--- src/rtl/npc_pkg.sv ---
// Shared encodings for the next-PC unit: branch conditions, next-PC source
// selector and exception FSM states.
package npc_pkg;

  localparam logic [2:0] BR_EQ  = 3'd0;
  localparam logic [2:0] BR_NE  = 3'd1;
  localparam logic [2:0] BR_LEZ = 3'd2;
  localparam logic [2:0] BR_GTZ = 3'd3;
  localparam logic [2:0] BR_LTZ = 3'd4;
  localparam logic [2:0] BR_GEZ = 3'd5;

  // SRC_HOLD is the stalled case, where the PC keeps its value
  typedef enum logic [2:0] {
    SRC_SEQ  = 3'd0,
    SRC_BR   = 3'd1,
    SRC_J    = 3'd2,
    SRC_JR   = 3'd3,
    SRC_EXC  = 3'd4,
    SRC_ERET = 3'd5,
    SRC_HOLD = 3'd6
  } npc_src_e;

  typedef enum logic {
    ST_NORMAL  = 1'b0,
    ST_HANDLER = 1'b1
  } exc_state_e;

endpackage

--- src/rtl/npc_ras.sv ---
// Circular return-address stack. A push onto a full stack overwrites the
// oldest entry. A pop on an empty stack does nothing.
module npc_ras
  import npc_pkg::*;
#(
  parameter int WIDTH = 32,
  parameter int DEPTH = 4
) (
  input  logic                     clk,
  input  logic                     reset,
  input  logic                     push,
  input  logic [WIDTH-1:0]         push_data,
  input  logic                     pop,
  output logic [WIDTH-1:0]         top,
  output logic                     empty,
  output logic [$clog2(DEPTH):0]   count
);

  localparam int PW = $clog2(DEPTH);
  localparam logic [PW:0] FULL = (PW+1)'(DEPTH);

  logic [WIDTH-1:0] r_mem [DEPTH];
  logic [PW-1:0]    r_wp;
  logic [PW:0]      r_count;
  logic [PW-1:0]    w_top_idx;

  // r_wp points at the next free slot, so the top entry sits one below it
  assign w_top_idx = r_wp - PW'(1);
  assign empty     = (r_count == (PW+1)'(0));
  assign count     = r_count;
  assign top       = empty ? {WIDTH{1'b0}} : r_mem[w_top_idx];

  // Stack storage, write pointer and occupancy
  always_ff @(posedge clk) begin
    if (reset) begin
      for (int i = 0; i < DEPTH; i++) begin
        r_mem[i] <= {WIDTH{1'b0}};
      end
      r_wp    <= {PW{1'b0}};
      r_count <= {(PW+1){1'b0}};
    end else if (push) begin
      r_mem[r_wp] <= push_data;
      r_wp        <= r_wp + PW'(1);
      if (r_count != FULL) begin
        r_count <= r_count + (PW+1)'(1);
      end else begin
        r_count <= r_count;
      end
    end else if (pop && !empty) begin
      r_wp    <= r_wp - PW'(1);
      r_count <= r_count - (PW+1)'(1);
    end else begin
      r_wp    <= r_wp;
      r_count <= r_count;
    end
  end

endmodule

--- src/rtl/npc_unit.sv ---
// Next-PC unit: architectural PC, branch/jump/jr/exception source selection,
// EPC, a two-state exception FSM and a return-address stack for jal/jr-ra.
module npc_unit
  import npc_pkg::*;
#(
  parameter int               WIDTH     = 32,
  parameter logic [WIDTH-1:0] RESET_VEC = 32'h0000_0000,
  parameter logic [WIDTH-1:0] EXC_VEC   = 32'h0000_0080,
  parameter int               RAS_DEPTH = 4
) (
  input  logic             clk,
  input  logic             reset,
  input  logic             stall,
  input  logic             branch,
  input  logic [2:0]       br_cond,
  input  logic             zero,
  input  logic             neg,
  input  logic             jump,
  input  logic             link,
  input  logic             jr,
  input  logic             jr_is_ret,
  input  logic [WIDTH-1:0] jr_target,
  input  logic [WIDTH-1:0] imm32,
  input  logic [25:0]      imm26,
  input  logic             exc,
  input  logic             eret,
  output logic [WIDTH-1:0] pc,
  output logic [WIDTH-1:0] pc_plus4,
  output logic [WIDTH-1:0] epc,
  output logic             in_handler,
  output logic [WIDTH-1:0] ras_top,
  output logic             ras_empty,
  output logic             ras_mismatch
);

  localparam int               CW     = $clog2(RAS_DEPTH) + 1;
  localparam logic [WIDTH-1:0] PC_INC = WIDTH'(4);

  logic [WIDTH-1:0] r_pc;
  logic [WIDTH-1:0] r_epc;
  exc_state_e       r_state;
  logic             r_mismatch;

  npc_src_e         w_src;
  logic [WIDTH-1:0] w_next_pc;
  logic [WIDTH-1:0] w_j_target;
  logic             w_exc_take;
  logic             w_eret_take;
  logic             w_push;
  logic             w_pop;
  logic [WIDTH-1:0] w_ras_top;
  logic             w_ras_empty;
  logic [CW-1:0]    w_ras_count;

  function automatic logic br_taken(input logic [2:0] cond, input logic z, input logic n);
    case (cond)
      BR_EQ:   br_taken = z;
      BR_NE:   br_taken = !z;
      BR_LEZ:  br_taken = z | n;
      BR_GTZ:  br_taken = !z & !n;
      BR_LTZ:  br_taken = n;
      BR_GEZ:  br_taken = !n;
      default: br_taken = 1'b0;
    endcase
  endfunction

  assign pc_plus4     = r_pc + PC_INC;
  assign pc           = r_pc;
  assign epc          = r_epc;
  assign in_handler   = (r_state == ST_HANDLER);
  assign ras_top      = w_ras_top;
  assign ras_empty    = w_ras_empty;
  assign ras_mismatch = r_mismatch;

  // Source selection; an eret outside the handler degrades to sequential
  always_comb begin
    w_exc_take  = exc && (r_state == ST_NORMAL);
    w_eret_take = eret && (r_state == ST_HANDLER);
    w_j_target  = r_pc;
    w_j_target[27:0] = {imm26, 2'b00};
    if (w_exc_take) begin
      w_src = SRC_EXC;
    end else if (eret) begin
      if (w_eret_take) begin
        w_src = SRC_ERET;
      end else begin
        w_src = SRC_SEQ;
      end
    end else if (stall) begin
      w_src = SRC_HOLD;
    end else if (jr) begin
      w_src = SRC_JR;
    end else if (branch && br_taken(br_cond, zero, neg)) begin
      w_src = SRC_BR;
    end else if (jump) begin
      w_src = SRC_J;
    end else begin
      w_src = SRC_SEQ;
    end
    case (w_src)
      SRC_EXC:  w_next_pc = EXC_VEC;
      SRC_ERET: w_next_pc = r_epc;
      SRC_HOLD: w_next_pc = r_pc;
      SRC_JR:   w_next_pc = jr_target;
      SRC_BR:   w_next_pc = pc_plus4 + imm32;
      SRC_J:    w_next_pc = w_j_target;
      default:  w_next_pc = pc_plus4;
    endcase
    w_push = (w_src == SRC_J) && link;
    w_pop  = (w_src == SRC_JR) && jr_is_ret && (w_ras_count != CW'(0));
  end

  npc_ras #(
    .WIDTH (WIDTH),
    .DEPTH (RAS_DEPTH)
  ) u_ras (
    .clk       (clk),
    .reset     (reset),
    .push      (w_push),
    .push_data (pc_plus4),
    .pop       (w_pop),
    .top       (w_ras_top),
    .empty     (w_ras_empty),
    .count     (w_ras_count)
  );

  // PC, EPC, exception FSM and the return-prediction mismatch pulse
  always_ff @(posedge clk) begin
    if (reset) begin
      r_pc       <= RESET_VEC;
      r_epc      <= {WIDTH{1'b0}};
      r_state    <= ST_NORMAL;
      r_mismatch <= 1'b0;
    end else begin
      r_pc       <= w_next_pc;
      r_mismatch <= w_pop && (w_ras_top != jr_target);
      if (w_src == SRC_EXC) begin
        r_epc   <= r_pc;
        r_state <= ST_HANDLER;
      end else if (w_src == SRC_ERET) begin
        r_epc   <= r_epc;
        r_state <= ST_NORMAL;
      end else begin
        r_epc   <= r_epc;
        r_state <= r_state;
      end
    end
  end

endmodule
--- config.mk ---
export PLATFORM = sky130hd
export DESIGN_NAME = npc_unit
export DESIGN_NICKNAME = d
export VERILOG_FILES = /design/src/rtl/npc_pkg.sv /design/src/rtl/npc_ras.sv /design/src/rtl/npc_unit.sv
export SDC_FILE = /design/constraint.sdc
export NUM_CORES = 1
export LEC_CHECK = 0
export CAP_MARGIN = 20
export CORE_ASPECT_RATIO = 1.4
export CORE_MARGIN = 3
export CORE_UTILIZATION = 40
export DETAILED_ROUTE_END_ITERATION = 8
export REMOVE_ABC_BUFFERS = 1
export SKIP_LAST_GASP = 1
export SLEW_MARGIN = 20
export SYNTH_ARGS = -nofsm -noshare
export SYNTH_HDL_FRONTEND = slang
export SYNTH_SLANG_ARGS = --single-unit
--- constraint.sdc ---
create_clock -name clk -period 7.05 [get_ports clk]
set_input_delay 1.0575 -clock clk [delete_from_list [all_inputs] [get_ports clk]]
set_output_delay 1.0575 -clock clk [all_outputs]
set_load 0.01 [all_outputs]
# Yosys cells after proc, flatten, opt, wreduce, memory -nomap -nowiden
# Memory sizes are Yosys's and may differ from the RTL's.
# Cells that the tools add are included.
classes:
  addsub: 6
  mul: 0
  n_div: 0
  order_cmp: 0
  n_eq_ne: 14
  shifts: 0
  muxes: 29
  n_bitwise: 5
  n_reduce_logical: 19
op_table:
  columns: ["cell", "n"]
  rows:
  - ["$pmux W32 S6", 1]
  - ["$mux W32", 2]
  - ["$add A32 B3 Y32 const B", 1]
  - ["$add A32 B32 Y32", 1]
  - ["$ne A32 B32 Y1", 1]
  - ["$reduce_or A32 Y1", 1]
  - ["$mux W3", 7]
  - ["$eq A3 B3 Y1 const B", 5]
  - ["$eq A3 B2 Y1 const B", 4]
  - ["$mux W1", 12]
  - ["$mux W2", 6]
  - ["$logic_and A1 B1 Y1", 8]
  - ["$eq A3 B1 Y1 const B", 2]
  - ["$logic_not A3 Y1", 2]
  - ["$pmux W1 S6", 1]
  - ["$reduce_and A2 Y1", 2]
  - ["$reduce_bool A2 Y1", 2]
  - ["$add A3 B1 Y3 const B", 1]
  - ["$logic_not A1 Y1", 3]
  - ["$ne A3 B3 Y1 const B", 1]
  - ["$not A1 Y1", 3]
  - ["$reduce_bool A3 Y1", 1]
  - ["$sub A3 B1 Y3 const B", 1]
  - ["$add A2 B1 Y2 const B", 1]
  - ["4 further kinds", 4]
totals:
  reg_bits: 71
  latchBits: 0
  ramBits: 128
  rom_bits: 0
  inputBits: 105
  word_cells: 81
  memories: 1
mem_list:
  columns: ["memory", "words", "word_bits", "read_ports", "rd_clocked_by_memory_dff", "wr", "line_no", "source"]
  rows:
  - ["u_ras.r_mem", 4, 32, 1, 0, 4, "npc_ras.sv:22", "logic [WIDTH-1:0] r_mem [DEPTH];"]

# Logic depth before layout (Yosys ltp)
# Gate-level depths: netlist of the first run.
depth:
  ltp_word: 20
  depth_mapped: 18

# Modules after synthesis
# Synthesis of the first run repeated with hierarchy kept, for this count alone.
unflattened:
  cells_unflattened: 1220
  area_unflattened_um2: 11918.9
modules_own_cells:
  columns: ["mod", "n_inst", "cells_per_inst", "area_per_inst_um2", "seq_area_each_um2"]
  rows:
  - ["npc_unit", 1, 797, 6020.8, 1321.3]
  - ["npc_ras", 1, 423, 5898.2, 3943.8]

# Worst setup path before layout of the first run
# No wires, ideal clock.
synth_path:
  kind: "reg2reg"
  start: "register r_pc[3] (netlist: pc[3])"
  end: "register r_pc[27] (netlist: pc[27])"
  setup_time_ns: 0.112
  t_arrival_ns: 3.785
  required_time_ns: 6.938
  slack_ns: 3.153
  path_stages_with_launch: 19
  n_path_buf: 1
  path_cell_list: "dfxtp_1 ha_1 nand4_1 nor2_1 and2_0 nand2_1 xor2_1 inv_1 ha_1 clkbuf_1 nand4_1 nor3_1 nor4_1 a31oi_1 nor4b_2 nor3_1 nor2b_1 a221oi_1 a2111oi_1"
synth_via:
  elab_chain_cells: 3
synth_lines:
  columns: ["item", "line_no", "source"]
  rows:
  - ["start: declaration", "npc_unit.sv:39", "logic [WIDTH-1:0] r_pc;"]
  - ["start signal: assignment", "npc_unit.sv:135", "r_pc <= w_next_pc;"]
  - ["$add A32 B3 Y32", "npc_unit.sv:67", "assign pc_plus4 = r_pc + PC_INC;"]
  - ["via pc_plus4[16]", "npc_unit.sv:28", "output logic [WIDTH-1:0] pc_plus4,"]
  - ["$add A32 B32 Y32", "npc_unit.sv:105", "SRC_BR: w_next_pc = pc_plus4 + imm32;"]
  - ["$pmux W32 S6", "npc_unit.sv:100", "case (w_src)"]
# The timed path passes the listed nets, and every way through them passes these cells.
# A chain may end at the register's enable or synchronous reset.

# Final worst setup path of the first run
layout_path:
  start: "register r_pc[2] (netlist: pc[2])"
  end: "register r_pc[27] (netlist: pc[27])"
layout_via:
  elab_chain_cells: 3
layout_lines:
  columns: ["item", "line_no"]
  rows:
  - ["$add A32 B3 Y32 (*)", "npc_unit.sv:67"]
  - ["$add A32 B32 Y32", "npc_unit.sv:105"]
  - ["$pmux W32 S6 (*)", "npc_unit.sv:100"]
# Every way passes the cells marked *; elsewhere a longest branch is shown, timed or not.

==> flow_metrics.tcl, run 1 <==
set metrics [dict create \
    synth-xor-area-share_pct 6.36 \
    synth_compound_area_share_pct 14.8 \
    grt_pass1_vias 10200 \
    ys_seq_area_share_pct 44.9 \
    n_antenna_cell 0 \
    avgSynthCellArea_sq_um 9.75 \
    synth_fa_ha_area_share_pct 3.90 \
    area_growth_pct 27.0 \
    nNetsFinal 1541 \
    synthArstFlopShare_pct 0 \
    initial_core_util_pct 40.9 \
    synth_edf_count 128 \
    cp-end-kind "flip-flop" \
    slew_violations 0 \
    drive_gt1_share_pct 7.93 \
    grt.overflow.total 0 \
    cp_max_fo 12 \
    first_pass_iters 5 \
    track_usage_pct 26.9 \
    power_density_nw_per_um2 198 \
    htree_levels 4 \
    cts.hold.buffers_added 0 \
    worstMarginPinSlew_ns 1.04 \
    rsz0062_at_grt "false" \
    cts_resized 0 \
    synth_area_sq_um 11700 \
    critical_path_class "reg -> reg" \
    final_area_sq_um 14900 \
    max_freq_mhz 198 \
    post-dp-hpwl_microns 31400 \
    period_share_pct 71.7 \
    synthMuxAreaShare_pct 6.23 \
    finalHoldViolCount 0 \
    regArea_sq_um 5270 \
    io_buffers 235 \
    die_area_sq_um 31400 \
    drc_errors 0 \
    nFillCells 2704 \
    critPathRequiredTime_ns 7.38 \
    die_y_microns 209 \
    whs_ns 0.472 \
    rows 73 \
    synth_top_area_share_pct 32.8 \
    gp_congestion 0.943 \
    numCtsBuffers 17 \
    wl_per_cell_microns 23.9 \
    setup_viol 0 \
    synth.area.top_cells "edfxtp_1, dfxtp_1, mux4_2" \
    status "finished, final reports clean" \
    routed_via_density 5.80 \
    ir_drop_v 0.000162 \
    place_area_sq_um 14400 \
    multiInputGateArea_sq_um 5970 \
    synth_cell_types 86 \
    tritoncts "built" \
    cp_data_arrival_time_ns 5.39 \
    clk_latency_ns 0.45 \
    grt_busiest_layer "met2" \
    cts_setup_buffers 0 \
    drt_iter0_drc 932 \
    yosysTopAreaCell "edfxtp_1" \
    cts.sinks 199 \
    final_cells 1788 \
    dp_cells 1756 \
    fin_crit_ns 5.05 \
    setup_slack_ns 2.00 \
    grt_pass1_wl_microns 63200 \
    setup_tns_ns 0 \
    met2_usage_pct 45.0 \
    drv_cap 0 \
    cts_root_buf "clkbuf_16" \
    yosysWarnings 0 \
    clock_skew_ns 0.0130 \
    clk_pin_slew_ns 0.07 \
    io_pins 236 \
    synth_top_family_by_area "simple AND/OR/NAND/NOR gates" \
    vias 10400 \
    power.total_mw 2.95 \
    drt-total-wl_microns 42600 \
    ys_seq_elements 199 \
    final_util_pct 51.9 \
    dp_slack_ns 2.10 \
    cts.path.max_buffers 2 \
    antenna_left 0 \
    synth_flop_cell "edfxtp_1" \
    critPathLaunchType "flip-flop" \
    leakagePower_nw 5.41 \
    grt_max_degree 69 \
    die_w_microns 151 \
    netlist_instances 1203 \
    grtUsageMet3_pct 3.15 \
    min_path_type "reg -> reg" \
    antenna_found_initial 0 \
    met1_usage_pct 35.9 \
    core-area_sq_um 28700 \
    max_slew_margin_pct 30.5 \
    synth-simple-area-share_pct 19.4 \
]
cells in the mapped netlist, types with 11 or more instances:
cell	instances
xnor2_1	51
a21o_1	11
clkbuf_1	41
a21oi_1	78
nand4_1	13
nor2_1	161
mux4_2	32
nand3_1	23
inv_1	42
buf_2	21
and3_1	12
nand2_1	139
and2_1	45
dfxtp_1	71
edfxtp_1	128
ha_1	35
a221oi_1	27
xor2_1	31
o21ai_0	33
nor3_1	26
final timing paths:
check / to / cells after the start / from / slack, ns
max: pc[27]$_SDFFE_PP0P_ / 17 / pc[2]$_SDFFE_PP0P_ / 2.00
min: epc[23]$_SDFFE_PP0P_ / 2 / epc[23]$_SDFFE_PP0P_ / 0.47
min reg2reg: epc[23]$_SDFFE_PP0P_ / 2 / epc[23]$_SDFFE_PP0P_ / 0.47
max reg2reg: pc[27]$_SDFFE_PP0P_ / 17 / pc[2]$_SDFFE_PP0P_ / 2.00
critical path, cell delays in order, from the launching register on:
cell and delay, ns:
dfxtp_1 0.61, ha_1 0.33, nand4_1 0.16, nor2_1 0.23
and2_0 0.31, nand2_1 0.10, xor2_1 0.43, inv_1 0.15
ha_1 0.40, nand4_1 0.21, nor3_1 0.09, nor4_1 0.50
a31oi_1 0.26, nor4b_2 0.45, nor3_1 0.12, nor2b_1 0.12
a221oi_1 0.08, a2111oi_1 0.38
where the power goes:
part           switching (mW)  internal, mW  leakage (nW)  total (mW)
combinational           0.392         0.308          3.26       0.700
sequential             0.0537          1.29          1.90        1.34
clock                   0.453         0.451         0.252       0.904
routing by layer:
layer	up-vias	share of wire, %	wire length (microns)
met5	-	0	0
met1	5092	41	17400
li1	4777	-	-
met3	70	6.6	2810
met2	428	50	21100
met4	0	3.1	1320
cell families (layout without fill, tap and decap cells):
kind of cell    count (synthesis)  in the layout
mux                            33             33
xor+xnor                       83             83
compound gates                250            250
fa+ha+maj                      36             36
simple gates                  481            481
flops                         199            199
buf+inv                       121            331
sequential cells by signal, indices dropped and copies added (netlist names):
signal / count
epc: 32
in_handler: 1
pc: 32
ras_mismatch: 1
u_ras.count: 3
u_ras.r_mem: 128
u_ras.r_wp: 2
cell usage in the layout, fill, tap and decap left out, types with 9 or more instances in the layout:
cell	synthesis	layout
and3_1	12	12
clkbuf_16	0	17
dfxtp_1	71	70
nand4_1	13	13
a21o_1	11	11
xnor2_1	51	51
a221o_1	10	10
edfxtp_1	128	128
nand3_1	23	23
nand2b_1	9	9
xor2_1	31	31
and2_1	45	44
nand2_1	139	139
o21ai_0	33	33
a221oi_1	27	27
mux4_2	32	32
clkdlybuf4s50_1	0	234
inv_1	42	42
nor2_1	161	161
a21oi_1	78	78
nor3_1	26	25
buf_4	3	21
ha_1	35	35
cell type report:
class	instances	share of cell area, %
Tap cell	375	3.15
Timing Repair Buffer	256	16.8
Sequential cell	199	35.4
Inverter	43	1.10
Multi-Input combinational cell	883	40.1
Clock buffer	20	2.93
Clock inverter	12	0.546
(Power assumes the default switching activity.)
==> run 2, diff against run 1 <==
- clock period: 7.05 -> 4.85 ns (I/O delays scaled with it)
==> run 2 against run 1 <==
Via count grew 0.43%. Total power increased by 48%. Routed wire length up 2.5%. Worst hold slack improved by 0.0022 ns. Non-clock buffer count grew 28. Flip-flop and latch count unchanged. Critical endpoint unchanged. Highest routed layer unchanged.
==> flow_metrics.tcl, run 2 (synthesis gave the netlist of run 1 again) <==
set metrics [dict create \
    status "finished, final reports clean" \
    path_delay_family "simple AND/OR/NAND/NOR gates" \
    layout_common_cells "clkdlybuf4s50_1, nor2_1, nand2_1, edfxtp_1, a21oi_1" \
    cp_slowest_stage_delay_ns 0.43 \
    cts_resized 0 \
    drc_errors 0 \
    antenna_left 0 \
    critPathLaunchType "flip-flop" \
    clk_latency_ns 0.44 \
    critPathBufInv 1 \
    antenna_found_initial 1 \
    holdPathEnd "epc[13]$_SDFFE_PP0P_" \
    drive_gt1_share_pct 9.65 \
    drt-total-wl_microns 43700 \
    area_growth_pct 29.3 \
    setup_tns_ns 0 \
    largest_register "u_ras.r_mem" \
    rows 73 \
    cts.path.max_buffers 2 \
    largest_reg_flops 128 \
    critPathRequiredTime_ns 5.13 \
    nFillCells 2689 \
    finalHoldViolCount 0 \
    grt.overflow.total 0 \
    grt_pass1_vias 10300 \
    vias 10400 \
    cts.hold.buffers_added 0 \
    clock_skew_ns 0.0126 \
    power_density_nw_per_um2 288 \
    r2r_setup_slack_ns 0.45 \
    gp_congestion 0.957 \
    die_y_microns 209 \
    core-area_sq_um 28700 \
    cts_root_buf "clkbuf_16" \
    place_area_sq_um 14600 \
    tritoncts "built" \
    cp-end-kind "flip-flop" \
    worstMarginPinSlew_ns 1.07 \
    ir_drop_v 0.000237 \
    cp_data_arrival_time_ns 4.68 \
    io_buffers 235 \
    post-dp-hpwl_microns 32800 \
    cp_max_fo 6 \
    grt_max_degree 71 \
    hp-start "epc[13]$_SDFFE_PP0P_" \
    clk_pin_slew_ns 0.07 \
    final_area_sq_um 15200 \
    min_path_type "reg -> reg" \
    die_area_sq_um 31400 \
    drv_cap 0 \
    numCtsBuffers 17 \
    io_pins 236 \
    htree_levels 4 \
    initial_core_util_pct 40.9 \
    drt_iter0_drc 928 \
    wl_per_cell_microns 24.1 \
    max_freq_mhz 227 \
    die_w_microns 151 \
    r2r-end "pc[27]$_SDFFE_PP0P_" \
    first_pass_iters 6 \
    critical_path_class "reg -> reg" \
    path_cells "ha_1 > nand4_1 > nor2_1 > and2_0 > and3_2 > xnor2_1 > inv_1 > ha_1 > nand4_1 > nor3_1 > nor4_1 > a31oi_1 > nor4b_2 > o21ai_0 > nor2b_1 > a221oi_1 > a2111oi_1" \
    fin_crit_ns 4.40 \
    routed_via_density 5.73 \
    nNetsFinal 1569 \
    slew_violations 0 \
    r2r_cells 17 \
    cts.sinks 199 \
    track_usage_pct 27.8 \
    period_share_pct 90.7 \
    grt_pass1_wl_microns 64900 \
    max_slew_margin_pct 28.5 \
    setup_viol 0 \
    final_cells 1817 \
    min_delay_path_depth 2 \
    layout_commonest_cell "clkdlybuf4s50_1" \
    timing.rr.start "pc[3]$_SDFFE_PP0P_" \
    leakagePower_nw 5.56 \
    crit_path_top_delay_cell "nor4b_2" \
    cts_setup_buffers 0 \
    rsz0062_at_grt "false" \
    dp_cells 1784 \
]
==> run 2: worst register-to-register path: stages, from the launching register on <==
cell	delay (ns)
dfxtp_1	0.42
ha_1	0.29
nand4_1	0.15
nor2_1	0.22
and2_0	0.29
and3_2	0.22
xnor2_1	0.14
inv_1	0.12
ha_1	0.31
nand4_1	0.17
nor3_1	0.10
nor4_1	0.42
a31oi_1	0.26
nor4b_2	0.43
o21ai_0	0.17
nor2b_1	0.16
a221oi_1	0.28
a2111oi_1	0.09
==> run 2: layout make-up <==
class / count / area [sq um] / area share, %
antenna: 1 / 2.50 / 0.0165
clock buffer: 21 / 440 / 2.90
clock inverter: 11 / 105 / 0.693
inverter: 43 / 164 / 1.08
multi-input combinational: 883 / 5970 / 39.3
sequential: 199 / 5270 / 34.7
tap: 375 / 469 / 3.09
timing repair buffer: 284 / 2750 / 18.1
==> run 2: routing by layer <==
metal | up-vias | routed length [microns] | GRT usage, %
met5 | - | 0 | 0
met4 | 0 | 1490 | 10.5
met3 | 73 | 2670 | 4.38
met2 | 433 | 21700 | 46.1
met1 | 5077 | 17900 | 36.5
li1 | 4829 | - | -
==> run 2: power breakdown <==
part           total, mW  internal [mW]  switching (mW)
Sequential          1.95           1.87          0.0754
Clock               1.37          0.711           0.658
Combinational       1.06          0.470           0.587
Total               4.37           3.05            1.32
==> run 2: how the worst max path moves through the flow <==
stage	from	endpoint	slack, ns	depth (start not counted)
floorplan	exc	u_ras.r_mem[1][0]$_SDFFCE_PN0P_	0.27	7
global placement	pc[3]$_SDFFE_PP0P_	pc[27]$_SDFFE_PP0P_	0.58	17
detailed placement	pc[3]$_SDFFE_PP0P_	pc[27]$_SDFFE_PP0P_	0.47	17
CTS	pc[3]$_SDFFE_PP0P_	pc[27]$_SDFFE_PP0P_	0.46	17
global route	pc[3]$_SDFFE_PP0P_	pc[27]$_SDFFE_PP0P_	0.02	17
finish	pc[3]$_SDFFE_PP0P_	pc[27]$_SDFFE_PP0P_	0.45	17
==> run 2: through the flow <==
| stage | setup slack [ns] | power [mW] | hold slack (ns) | util, % |
|---|---|---|---|---|
| 6_report | 0.453 | 4.37 | 0.474 | 52.9 |
| 2_1_floorplan | 0.272 | 2.49 | 0.479 | - |
| 3_5_place_dp | 0.474 | 3.03 | 0.462 | 51.0 |
| 3_3_place_gp | 0.577 | 3.03 | 0.458 | 51.0 |
| 4_1_cts | 0.456 | 4.38 | 0.475 | 52.9 |
| 5_1_grt | 0.0191 | 4.53 | 0.494 | 52.9 |
==> run 3, diff against run 2 <==
- GPL_TIMING_DRIVEN: unset -> 0
==> run 3 against run 2 <==
Maximum frequency is 5.2% lower. Register-to-register slack worse by 0.14 ns. Via count decreased by 1.5%. Clock skew up 0.0015 ns. Critical path depth down 5. Final cell count fell by 1.8%. Highest routed layer unchanged. Largest cell class unchanged. Worst hold slack got worse by 0.0017 ns. Critical endpoint is now u_ras.r_mem[1][5]$_SDFFCE_PN0P_.
==> flow_metrics.tcl, run 3 (synthesis gave the netlist of run 1 again) <==
set metrics [dict create \
    r2r_setup_slack_ns 0.31 \
    layout_commonest_cell "clkdlybuf4s50_1" \
    cts.path.max_buffers 2 \
    critPathRequiredTime_ns 5.05 \
    final_area_sq_um 15200 \
    cts_setup_buffers 0 \
    io_pins 236 \
    cts.hold.buffers_added 0 \
    nFillCells 2687 \
    critPathLaunchType "input port" \
    wl_per_cell_microns 23.6 \
    antenna_found_initial 1 \
    core-area_sq_um 28700 \
    period_share_pct 95.7 \
    tritoncts "built" \
    fin_crit_ns 4.64 \
    leakagePower_nw 5.50 \
    setup_viol 0 \
    cp-end-kind "flip-flop" \
    drc_errors 0 \
    drive_gt1_share_pct 8.88 \
    critical_path_class "in -> reg" \
    grt_max_degree 61 \
    drv_cap 0 \
    die_w_microns 151 \
    largest_reg_flops 128 \
    die_y_microns 209 \
    largest_register "u_ras.r_mem" \
    die_area_sq_um 31400 \
    cts.sinks 199 \
    clk_latency_ns 0.45 \
    vias 10300 \
    timing.rr.start "pc[2]$_SDFFE_PP0P_" \
    clock_skew_ns 0.0141 \
    area_growth_pct 29.6 \
    drt-total-wl_microns 42000 \
    power.total_mw 4.41 \
    antenna_left 0 \
    initial_core_util_pct 40.9 \
    layout_common_cells "clkdlybuf4s50_1, nor2_1, nand2_1, edfxtp_1, a21oi_1" \
    status "finished, final reports clean" \
    slew_violations 0 \
    gp_congestion 0.900 \
    final_cells 1784 \
    worstMarginPinSlew_ns 1.11 \
    r2r_cells 17 \
    nNetsFinal 1536 \
    r2r-end "pc[23]$_SDFFE_PP0P_" \
    cp_max_fo 30 \
    htree_levels 4 \
    cts_root_buf "clkbuf_16" \
    max_slew_margin_pct 26.0 \
    cp_data_arrival_time_ns 4.84 \
    startpoint "neg" \
    endpoint "u_ras.r_mem[1][5]$_SDFFCE_PN0P_" \
    max_freq_mhz 216 \
    post-dp-hpwl_microns 31200 \
    ir_drop_v 0.000266 \
    power_density_nw_per_um2 290 \
    first_pass_iters 5 \
    grt_pass1_wl_microns 62300 \
    rows 73 \
    place_area_sq_um 14600 \
    drt_iter0_drc 899 \
    numCtsBuffers 17 \
    min_path_type "reg -> reg" \
    clk_pin_slew_ns 0.07 \
    grt_pass1_vias 10200 \
    finalHoldViolCount 0 \
    routed_via_density 5.75 \
    rsz0062_at_grt "true" \
    whs_ns 0.473 \
    io_buffers 235 \
    grt.overflow.total 0 \
    track_usage_pct 26.6 \
    dp_cells 1751 \
]
## run 3: cell count changes in the layout (fill, tap and decap cells not counted), moves of 3 or more
cell and delta:
nand2_1 -4, nand2_2 +4, buf_4 -43, buf_16 +6, buf_6 +3
## run 3: repair_timing
item,CTS,global route
endpoints found under the setup margin,27,11
pin swaps,0,1
resized for setup,3,9
## run 3: worst min path at each step
stage	endpoint	cells after the start	from
after floorplan	u_ras.count[2]$_SDFFE_PP0P_	1	u_ras.count[2]$_SDFFE_PP0P_
after global placement	epc[15]$_SDFFE_PP0P_	2	epc[15]$_SDFFE_PP0P_
after detailed placement	epc[15]$_SDFFE_PP0P_	2	epc[15]$_SDFFE_PP0P_
after CTS	epc[15]$_SDFFE_PP0P_	2	epc[15]$_SDFFE_PP0P_
after global routing	epc[15]$_SDFFE_PP0P_	2	epc[15]$_SDFFE_PP0P_
final	epc[15]$_SDFFE_PP0P_	2	epc[15]$_SDFFE_PP0P_
## run 3: cell type report
cell class / instances / area (sq um) / share of cell area, %
Multi-Input combinational cell: 883 / 6070 / 39.9
Sequential cell: 199 / 5270 / 34.7
Timing Repair Buffer: 251 / 2660 / 17.5
Tap cell: 375 / 469 / 3.09
Clock buffer: 21 / 440 / 2.90
Inverter: 43 / 164 / 1.08
Clock inverter: 11 / 126 / 0.831
Antenna cell: 1 / 2.50 / 0.0165
## run 3: routing by layer
layer,GRT usage [%],part of all wire (%)
met1,35.5,41
met2,43.2,48
met3,3.90,6.8
met4,11.1,4.0
met5,0,0
## run 3: where the power goes
part           internal, mW  switching, mW
sequential             1.87         0.0759
combinational         0.466          0.572
clock                 0.761          0.665
## run 3: stage by stage
stage	TNS, ns	worst slack (ns)	util, %
2_1_floorplan	0	0.272	-
3_3_place_gp	-612.93	-3.84	49.5
3_5_place_dp	-26.51	-0.571	50.8
4_1_cts	-0.0713	-0.0713	52.8
5_1_grt	-0.0241	-0.0241	53.0
6_report	0	0.210	53.0
## run 3: worst max-delay path: stages
cell and delay [ns]:
clkdlybuf4s50_1 0.45, nand2b_1 0.17, o22a_1 0.19, o22ai_2 0.18, a21boi_1 0.10, o31ai_2 0.73
nor4b_4 0.22, buf_6 0.21, nand2_2 0.50, or2_2 0.61, nand2_2 0.40, buf_12 0.30
